<file path="src/rtl/llki_key_sequencer.sv">
// ============================================================================
// Module      : llki_key_sequencer
// Description : Buffers 64-bit key words and runs LOAD/CLEAR commands over the
//               LLKI discrete handshake, returning one status per command.
// Revision    : 1.0 - initial release
// ============================================================================
`default_nettype none

module llki_key_sequencer #(
    parameter int FIFO_DEPTH     = 8,
    parameter int TIMEOUT_CYCLES = 1024
) (
    input  logic                            clk,
    input  logic                            rst_n,
    input  logic                            wdata_valid,
    input  logic [63:0]                     wdata,
    output logic                            wdata_ready,
    output logic [$clog2(FIFO_DEPTH+1)-1:0] fifo_count,
    input  logic                            cmd_valid,
    output logic                            cmd_ready,
    input  logic [1:0]                      cmd_op,
    input  logic [7:0]                      cmd_num_words,
    output logic                            rsp_valid,
    input  logic                            rsp_ready,
    output logic [1:0]                      rsp_status,
    output logic                            busy,
    output logic [63:0]                     llkid_key_data,
    output logic                            llkid_key_valid,
    input  logic                            llkid_key_ready,
    input  logic                            llkid_key_complete,
    output logic                            llkid_clear_key,
    input  logic                            llkid_clear_key_ack
);

    localparam int CW = $clog2(FIFO_DEPTH + 1);
    localparam int PW = (FIFO_DEPTH > 1) ? $clog2(FIFO_DEPTH) : 1;
    localparam int TW = $clog2(TIMEOUT_CYCLES + 1);
    localparam logic [CW-1:0] DEPTH_C  = CW'(FIFO_DEPTH);
    localparam logic [PW-1:0] LAST_PTR = PW'(FIFO_DEPTH - 1);
    localparam logic [7:0]    LEN_MAX  = 8'(FIFO_DEPTH);
    localparam logic [TW-1:0] TMO_MAX  = TW'(TIMEOUT_CYCLES);

    localparam logic [1:0] OP_LOAD  = 2'b01;
    localparam logic [1:0] OP_CLEAR = 2'b10;
    localparam logic [1:0] ST_OK      = 2'd0;
    localparam logic [1:0] ST_BAD_LEN = 2'd1;
    localparam logic [1:0] ST_TIMEOUT = 2'd2;
    localparam logic [1:0] ST_BAD_OP  = 2'd3;

    typedef enum logic [2:0] {
        S_IDLE          = 3'd0,
        S_WAIT_WORD     = 3'd1,
        S_SEND          = 3'd2,
        S_WAIT_ACCEPT   = 3'd3,
        S_WAIT_NEXT     = 3'd4,
        S_WAIT_COMPLETE = 3'd5,
        S_CLEAR_REQ     = 3'd6,
        S_RESP          = 3'd7
    } state_t;

    state_t        state_q, state_d;
    logic [63:0]   mem_q [FIFO_DEPTH];
    logic [PW-1:0] rd_ptr_q, rd_ptr_d, wr_ptr_q, wr_ptr_d;
    logic [CW-1:0] count_q, count_d;
    logic [7:0]    words_left_q, words_left_d;
    logic [TW-1:0] tmo_q, tmo_d;
    logic [1:0]    status_q, status_d;

    logic w_pop, w_push, w_flush, w_tmo_go, w_empty, w_full, w_wait_state;

    assign w_empty = (count_q == '0);
    assign w_full  = (count_q == DEPTH_C);

    always_comb begin
        state_d         = state_q;
        words_left_d    = words_left_q;
        status_d        = status_q;
        w_pop           = 1'b0;
        w_flush         = 1'b0;
        w_tmo_go        = 1'b0;
        w_wait_state    = 1'b0;
        llkid_key_valid = 1'b0;
        llkid_clear_key = 1'b0;
        cmd_ready       = 1'b0;
        rsp_valid       = 1'b0;
        busy            = 1'b1;
        case (state_q)
            S_IDLE: begin
                busy      = 1'b0;
                cmd_ready = 1'b1;
                if (cmd_valid) begin
                    words_left_d = cmd_num_words;
                    if (cmd_op == OP_LOAD) begin
                        if (cmd_num_words == 8'd0 || cmd_num_words > LEN_MAX) begin
                            status_d = ST_BAD_LEN;
                            state_d  = S_RESP;
                        end else begin
                            state_d = S_WAIT_WORD;
                        end
                    end else if (cmd_op == OP_CLEAR) begin
                        w_flush = 1'b1;
                        state_d = S_CLEAR_REQ;
                    end else begin
                        status_d = ST_BAD_OP;
                        state_d  = S_RESP;
                    end
                end
            end
            S_WAIT_WORD: begin
                w_wait_state = 1'b1;
                if (!w_empty && llkid_key_ready) state_d  = S_SEND;
                else if (tmo_q == TMO_MAX)       w_tmo_go = 1'b1;
            end
            S_SEND: begin
                llkid_key_valid = 1'b1;
                w_pop           = 1'b1;
                words_left_d    = words_left_q - 8'd1;
                state_d         = S_WAIT_ACCEPT;
            end
            S_WAIT_ACCEPT: begin
                w_wait_state = 1'b1;
                if (!llkid_key_ready)
                    state_d = (words_left_q == 8'd0) ? S_WAIT_COMPLETE : S_WAIT_NEXT;
                else if (tmo_q == TMO_MAX)
                    w_tmo_go = 1'b1;
            end
            S_WAIT_NEXT: begin
                w_wait_state = 1'b1;
                if (llkid_key_ready)       state_d  = S_WAIT_WORD;
                else if (tmo_q == TMO_MAX) w_tmo_go = 1'b1;
            end
            S_WAIT_COMPLETE: begin
                // complete is only trusted after ready fell for the last word
                w_wait_state = 1'b1;
                if (llkid_key_complete) begin
                    status_d = ST_OK;
                    state_d  = S_RESP;
                end else if (tmo_q == TMO_MAX) begin
                    w_tmo_go = 1'b1;
                end
            end
            S_CLEAR_REQ: begin
                w_wait_state    = 1'b1;
                llkid_clear_key = 1'b1;
                if (llkid_clear_key_ack) begin
                    status_d = ST_OK;
                    state_d  = S_RESP;
                end else if (tmo_q == TMO_MAX) begin
                    w_tmo_go = 1'b1;
                end
            end
            S_RESP: begin
                rsp_valid = 1'b1;
                if (rsp_ready) state_d = S_IDLE;
            end
            default: begin
                busy    = 1'b0;
                state_d = S_IDLE;
            end
        endcase
        if (w_tmo_go) begin
            w_flush  = 1'b1;
            status_d = ST_TIMEOUT;
            state_d  = S_RESP;
        end
    end

    always_comb begin
        tmo_d = tmo_q;
        if (state_d != state_q)                  tmo_d = '0;
        else if (w_wait_state && tmo_q != TMO_MAX) tmo_d = tmo_q + 1'b1;
    end

    // A flush discards any word offered in the same cycle, so refuse it.
    assign wdata_ready = !w_full && (state_q != S_CLEAR_REQ) && !w_flush;
    assign w_push      = wdata_valid && wdata_ready;

    always_comb begin
        rd_ptr_d = rd_ptr_q;
        wr_ptr_d = wr_ptr_q;
        count_d  = count_q + CW'(w_push) - CW'(w_pop);
        if (w_push) wr_ptr_d = (wr_ptr_q == LAST_PTR) ? '0 : wr_ptr_q + 1'b1;
        if (w_pop)  rd_ptr_d = (rd_ptr_q == LAST_PTR) ? '0 : rd_ptr_q + 1'b1;
        if (w_flush) begin
            rd_ptr_d = '0;
            wr_ptr_d = '0;
            count_d  = '0;
        end
    end

    always_ff @(posedge clk) begin
        if (w_push) mem_q[wr_ptr_q] <= wdata;
    end

    always_ff @(posedge clk or negedge rst_n) begin
        if (!rst_n) begin
            state_q      <= S_IDLE;
            rd_ptr_q     <= '0;
            wr_ptr_q     <= '0;
            count_q      <= '0;
            words_left_q <= '0;
            tmo_q        <= '0;
            status_q     <= '0;
        end else begin
            state_q      <= state_d;
            rd_ptr_q     <= rd_ptr_d;
            wr_ptr_q     <= wr_ptr_d;
            count_q      <= count_d;
            words_left_q <= words_left_d;
            tmo_q        <= tmo_d;
            status_q     <= status_d;
        end
    end

    assign llkid_key_data = llkid_key_valid ? mem_q[rd_ptr_q] : 64'd0;
    assign fifo_count     = count_q;
    assign rsp_status     = status_q;

endmodule

`default_nettype wire

</file>
<file path="config.mk">
export PLATFORM = sky130hd
export DESIGN_NAME = llki_key_sequencer
export DESIGN_NICKNAME = d
export VERILOG_FILES = /design/src/rtl/llki_key_sequencer.sv
export SDC_FILE = /design/constraint.sdc
export NUM_CORES = 1
export LEC_CHECK = 0
export ABC_AREA = 1
export BUFFER_PORTS_ARGS = -buffer_cell sky130_fd_sc_hd__buf_2
export CAP_MARGIN = 20
export CORE_ASPECT_RATIO = 1.4
export CORE_MARGIN = 8
export CORE_UTILIZATION = 50
export DETAILED_ROUTE_END_ITERATION = 6
export PLACE_DENSITY = 0.82
export SYNTH_ARGS = -nofsm -noshare
export SYNTH_HDL_FRONTEND = slang
export SYNTH_SLANG_ARGS = --single-unit
</file>
<file path="constraint.sdc">
create_clock -name clk -period 4.7 [get_ports clk]
set_clock_uncertainty 0.2 [all_clocks]
set_input_delay 0.235 -clock clk [delete_from_list [all_inputs] [get_ports clk]]
set_output_delay 0.235 -clock clk [all_outputs]
set_load 0.02 [all_outputs]
</file>
# Yosys cells after proc, flatten, opt, wreduce, memory -nomap -nowiden
# Memory sizes are Yosys's and may differ from the RTL's.
# Cells that the tools add are included.
[op_classes]
addsub = 6
n_reduce_logical = 21
order_cmp = 1
eq_ne = 22
mux = 53
[ops]
columns = ["cell", "count"]
rows = [
  ["64-bit two-way mux", 1],
  ["3-bit two-way mux", 16],
  ["3-bit case mux with 8 select lines", 1],
  ["11-bit two-way mux", 2],
  ["1-bit two-way mux", 21],
  ["3-bit == test, second input constant", 6],
  ["8-bit zero test", 2],
  ["8-bit case mux with 2 select lines", 1],
  ["2-bit two-way mux", 7],
  ["3-bit != test, second input constant", 4],
  ["11-bit by 1-bit adder with 11-bit output, second input constant", 1],
  ["11-bit == test, second input constant", 1],
  ["11-bit != test, second input constant", 1],
  ["8-bit by 4-bit greater-than comparator with 1-bit output, second input constant", 1],
  ["8-bit two-way mux", 1],
  ["4-bit != test, second input constant", 2],
  ["2-bit nonzero test", 4],
  ["8-bit by 1-bit subtractor with 8-bit output, second input constant", 1],
  ["3-bit by 1-bit adder with 3-bit output, second input constant", 2],
  ["3-bit by 2-bit == test with 1-bit output, second input constant", 2],
  ["2-bit case mux with 3 select lines", 1],
  ["6-bit AND reduction", 1],
  ["1-bit logical AND", 5],
  ["1-bit case mux with 5 select lines", 1],
  ["16 further kinds", 18],
]
[word_totals]
register_bits = 34
output_inout_bits = 76
memories = 1
mem_bits_rw = 512
word_cells = 111
in_bits = 82
[memory_table]
columns = ["memory", "words", "word_bits", "read_ports", "rd_ports_with_merged_regs", "wr", "line", "rtl"]
rows = [
  ["mem_q", 8, 64, 1, 0, 1, "62", "logic [63:0] mem_q [FIFO_DEPTH];"],
]

# Depth between registers and ports, before layout
[depth]
word_depth = 12
ltp_mapped = 18
mapped_depth_nobuf = 17

# Worst setup path after synthesis
# OpenSTA, ideal clock, no wires.
[synth_timing]
path_type = "reg2reg"
startpoint = "register count_q[2], in the netlist fifo_count[2]"
endpoint = "memory mem_q[0][0], enable pin"
period_less_slack_ps = 5011
setup_ps = 486
arrival_time_ps = 4325
stages_incl_launch_ff = 14
path_buffers = 0
required_time_ps = 4014
path_slack_ps = -311
cell_sequence = "dfrtp_1 -> inv_1 -> ha_1 -> nand3_1 -> nand2_1 -> nand2_2 -> nand3_2 -> nand2_4 -> nand2_4 -> nor2_4 -> nand2_2 -> inv_2 -> nand2_2 -> nor2_1"
[synth_between]
elab_chain_len = 11
word_cells_on_any_way = 14
cone_classes = "1 x eq/ne; 5 x mux; 8 x reduce/logical"
[synth_lines]
columns = ["element", "line", "rtl"]
rows = [
  ["from (decl)", "64", "logic [CW-1:0] count_q, count_d;"],
  ["from (signal assigned)", "208", "count_q <= count_d;"],
  ["4-bit zero test", "71", "assign w_empty = (count_q == '0);"],
  ["1-bit zero test", "111", "if (!w_empty && llkid_key_ready) state_d = S_SEND;"],
  ["1-bit logical AND", "111", ""],
  ["1-bit two-way mux", "111", ""],
  ["1-bit case mux with 5 select lines", "87", "case (state_q)"],
  ["1-bit two-way mux", "161", "if (w_tmo_go) begin"],
  ["1-bit zero test", "175", "assign wdata_ready = !w_full && (state_q != S_CLEAR_REQ) && !w_flush;"],
  ["1-bit logical AND (*)", "175", ""],
  ["via wdata_ready", "17", "output logic wdata_ready,"],
  ["1-bit logical AND (*)", "176", "assign w_push = wdata_valid && wdata_ready;"],
  ["1-bit two-way mux (*)", "192", "if (w_push) mem_q[wr_ptr_q] <= wdata;"],
  ["1-bit two-way mux (not written as such) (*)", "192", ""],
  ["to (decl)", "62", ""],
]
# The timed path passes the listed nets; every way through them passes the cells marked *.

# Worst setup path in the final report
[layout_timing]
startpoint = "register rd_ptr_q[1]"
endpoint = "output port llkid_key_data[63]"
[layout_between]
elab_chain_len = 2
[layout_lines]
columns = ["element", "line", "rtl"]
rows = [
  ["from (decl)", "63", "logic [PW-1:0] rd_ptr_q, rd_ptr_d, wr_ptr_q, wr_ptr_d;"],
  ["from (signal assigned)", "206", "rd_ptr_q <= rd_ptr_d;"],
  ["memory 8 x 64 bit", "--", ""],
  ["64-bit two-way mux", "215", "assign llkid_key_data = llkid_key_valid ? mem_q[rd_ptr_q] : 64'd0;"],
  ["to (decl)", "27", "output logic [63:0] llkid_key_data,"],
]
# Every way passes these cells.

==> run summary <==
The flow ran to the end, and the final reports show no timing, DRC or antenna violations. The peak clock frequency supported by timing came out at 251 MHz. Walking the worst path, the cells encountered are buf_4, o21ai_0, o22ai_1, o21ai_0, a31oi_1, buf_2. The largest individual stage delay along the critical path comes from the cell buf_4. The final period utilization came out at between 80% and 90%. The signed area change from the synthesized netlist to the final layout is 17.2%. The remaining global-route overflow came out at 0.

The later pin in the worst-skew pair is clocked with a latency of 0.58 ns. The synthesized design devotes to its leading area cell type 69.5% of total area. The clock sink count is approximately 550. The cell type group with the largest total delay on the critical path is buffers and inverters. The count of unique library cells instantiated by Yosys is 38.

Input and output buffers added on the ports amount to 157. The biggest fanout along the worst timing path is between 90 and 100. The core region area is 43800 um2.

The delay of the slowest critical-path stage is 0.90 ns. The tightest min-delay check is of the in -> reg type. The largest total area in the synthesized netlist belongs to edfxtp_1. The leakage power figure came out at 9.10 nW.

The flop and latch count out of synthesis is 546. The design draws 0.0153 W. The aggregate routed wire length came out at 53.1 mm. Before antenna repair, the detailed router went through 5 iterations. The worst setup path is captured at an output pin. The post-CTS repair timing setup buffer count is 0. The DRC violation total after the first TritonRoute iteration is 1260. Synthesis produced a netlist with a net count of 1882. TritonCTS built the clock tree.

The worst register-to-register path ends at words_left_q[3]. The synthesized netlist occupies a cell area of 22100 um2. The global-route usage over all layers came out at 20.1%. The end point of the most critical hold path is state_q[1]. The setup check on the worst reg-to-reg path leaves a slack of 1.21 ns. The post-layout minimum cycle time came out at 3.99 ns. In this run the vertical extent of the chip is 265 um.

From left edge to right edge, the die measures 194 um. The first global-routing pass estimated just over 80 mm of wire. The transition at the pin with the smallest max-transition slack is roughly 1.1 ns.

The number of enable flip-flop cells after synthesis is about 500. The required time of the critical path is 4.26 ns. The initialized floorplan defines a little over 90 standard-cell rows. The H-tree was split into 2 levels.

Cells with a size suffix above 1 make up 14.3% of the layout. The synthesis warning total came out at 0. The final setup violation count came out at 0.

The most numerous cell on the critical path is o21ai_0. Ranked by total cell area, the synthesized netlist is headed by edfxtp_1, o21ai_0, nor2_1, dfrtp_1, a31oi_1. The worst pin sits at a relative slew slack of 26.9%. The mean post-synth cell area is between 10 and 15 um2.

The number of stages on the worst hold path came out at 6. At the worst endpoint, the arrival time is roughly 3.6 ns. Leaving out filler cells and counting taps, the final layout contains ~2600. The initial antenna violation count came out at 3. The startpoint identified for the worst register-to-register timing path is state_q[2]. Using the TritonRoute via totals, the vias-per-cell ratio works out to 5.81. The worst IR drop on VDD came out at 450 uV. The critical path in this run is classified as reg -> out.

The share of flip-flops with an asynchronous set or reset after synthesis came out at 6.23%. The I/O pin count is 158. The floorplan step defined a die boundary enclosing 51300 um2. The effective utilization at floorplan is 50.4%. The number of cells traversed by the worst register-to-register path is 7. The portion of the post-synthesis area used by sequential elements is approximately three quarters. The number of buffers and inverters on the critical path is 2. The CTS root buffer is clkbuf_16. The detail route stage leaves a number of antenna-violating nets equal to 0. The number of inserted filler cells in the final layout is 3187. The number of max-cap violations came out at 0.

The number of DRC violations after detailed routing is 0. The net total in the final layout came out at 2089. The cell count after synthesis came out at 1786.

The beginning of the worst hold path is llkid_clear_key_ack. The clock slew seen by the registers of the worst setup and hold paths is 0.06 ns. The power per cell area came out at 589 nW/um2. The maximum count of clock buffers along a single path is 3. The via count of the first global-routing pass is approximately 15000. The half-perimeter wire length after detailed placement is 30.3 mm. The main flop type after synthesis is edfxtp_1.

The routed via count came out at 15000. The largest net degree at the start of global routing came out at slightly below 200. The routability congestion estimate from global placement is 0.825.

The post-placement cell count came out at about 2400. Counting the buffers created by CTS gives 49. The number of max-slew violations in the final report is 0. Setup repair after global routing left no endpoint under its margin. The mean routed wirelength per cell is 20.5 um. The worst setup path is launched from a flip-flop. The number of hold-slack violations in the final timing report is 0.
==> how the worst max path moves through the flow <==
stage                   from                 end  slack [ns]  cells past startpoint
2_1_floorplan  fifo_count[2]         mem_q[0][0]       -0.31                     13
3_3_place_gp      state_q[2]        mem_q[2][10]        1.42                     13
3_5_place_dp      state_q[0]        mem_q[2][12]        1.30                     13
4_1_cts          rd_ptr_q[1]  llkid_key_data[47]        0.75                      6
5_1_grt           state_q[2]  llkid_key_data[59]        0.49                      7
6_report         rd_ptr_q[1]  llkid_key_data[63]        0.71                      6
==> cells by family after synthesis <==
family                     count (synthesis)  synth area share, %
AOI/OAI and AO/OA                        481                 11.8
buffers and inverters                    174                 3.26
adders and majority gates                 14                0.826
and+or+nand+nor                          561                 10.4
xor gates and xnor gates                  10                0.396
DFF                                      546                 73.4
==> what timing repair did <==
item	in CTS	in global routing
gates resized for setup	0	0
endpoints found under the setup margin	0	0
hold buffers	90	0
endpoints found under the hold margin	565	0
==> cell usage in the layout, fill, tap and decap left out, drive strengths merged, types with 4 or more instances in the layout <==
cell	count
a21oi	7
a31oi	64
buf	177
bufinv	5
clkbuf	65
clkinv	11
dfrtp	34
dlygate4sd3	90
edfxtp	512
ha	13
inv	67
nand2	74
nand3	28
nand4	7
nor2	442
nor3	8
o211ai	4
o21ai	335
o22ai	64
xor2	8
==> worst register-to-register path: stages, from the launching register on <==
cell	delay, ns
dfrtp_1	0.54
nor2_2	0.21
nand2_1	0.32
inv_2	0.79
a22oi_1	0.15
dlygate4sd3_1	0.62
nand2_1	0.06
dlygate4sd3_1	0.55
==> synthesized netlist by cell type (all sizes together), types with 13 or more instances <==
| master | count |
|---|---|
| edfxtp | 512 |
| nor2 | 442 |
| o21ai | 335 |
| clkbuf | 74 |
| nand2 | 74 |
| a31oi | 64 |
| o22ai | 64 |
| inv | 62 |
| buf | 37 |
| dfrtp | 34 |
| nand3 | 28 |
| ha | 13 |
==> final cells by class <==
type                    instances  area, um2  share of cell area (%)
well taps                     558        698                    2.69
diodes                          3       7.51                  0.0290
clock inverters                23        267                    1.03
clock buffers                  65       1290                    4.96
multi-input cells            1066       5230                    20.2
repair buffers                267       1950                    7.52
flip-flops and latches        546      16200                    62.6
inverters                      63        246                   0.951
==> registers in the layout, summed over array words and instances, names as in the netlist <==
register,cells
words_left_q,8
wr_ptr_q,3
state_q,3
tmo_q,11
rsp_status,2
fifo_count,4
mem_q,512
rd_ptr_q,3
==> metrics by stage <==
step / hold slack, ns / util [%] / TNS (ns) / worst slack (ns) / area (um2)
2_1_floorplan: -0.261 / - / -119.43 / -0.311 / 22100
3_3_place_gp: 0.152 / 53.5 / 0 / 1.42 / 23500
3_5_place_dp: 0.177 / 53.5 / 0 / 1.30 / 23500
4_1_cts: 0.0227 / 59.1 / 0 / 0.749 / 25900
5_1_grt: 0.0784 / 59.1 / 0 / 0.492 / 25900
6_report: 0.0495 / 59.1 / 0 / 0.711 / 25900
==> power breakdown <==
group / internal (W) / switching [W] / leakage, nW
combinational: 0.00146 / 0.00345 / 3.28
sequential: 0.00606 / 0.000357 / 5.07
clock: 0.00221 / 0.00172 / 0.744
==> per-layer routing <==
metal	wire length, um	track usage, %
met1	19900	23.6
met5	10	0
met4	1980	8.52
met3	3530	3.10
met2	27700	36.3
(Power assumes the default switching activity.)
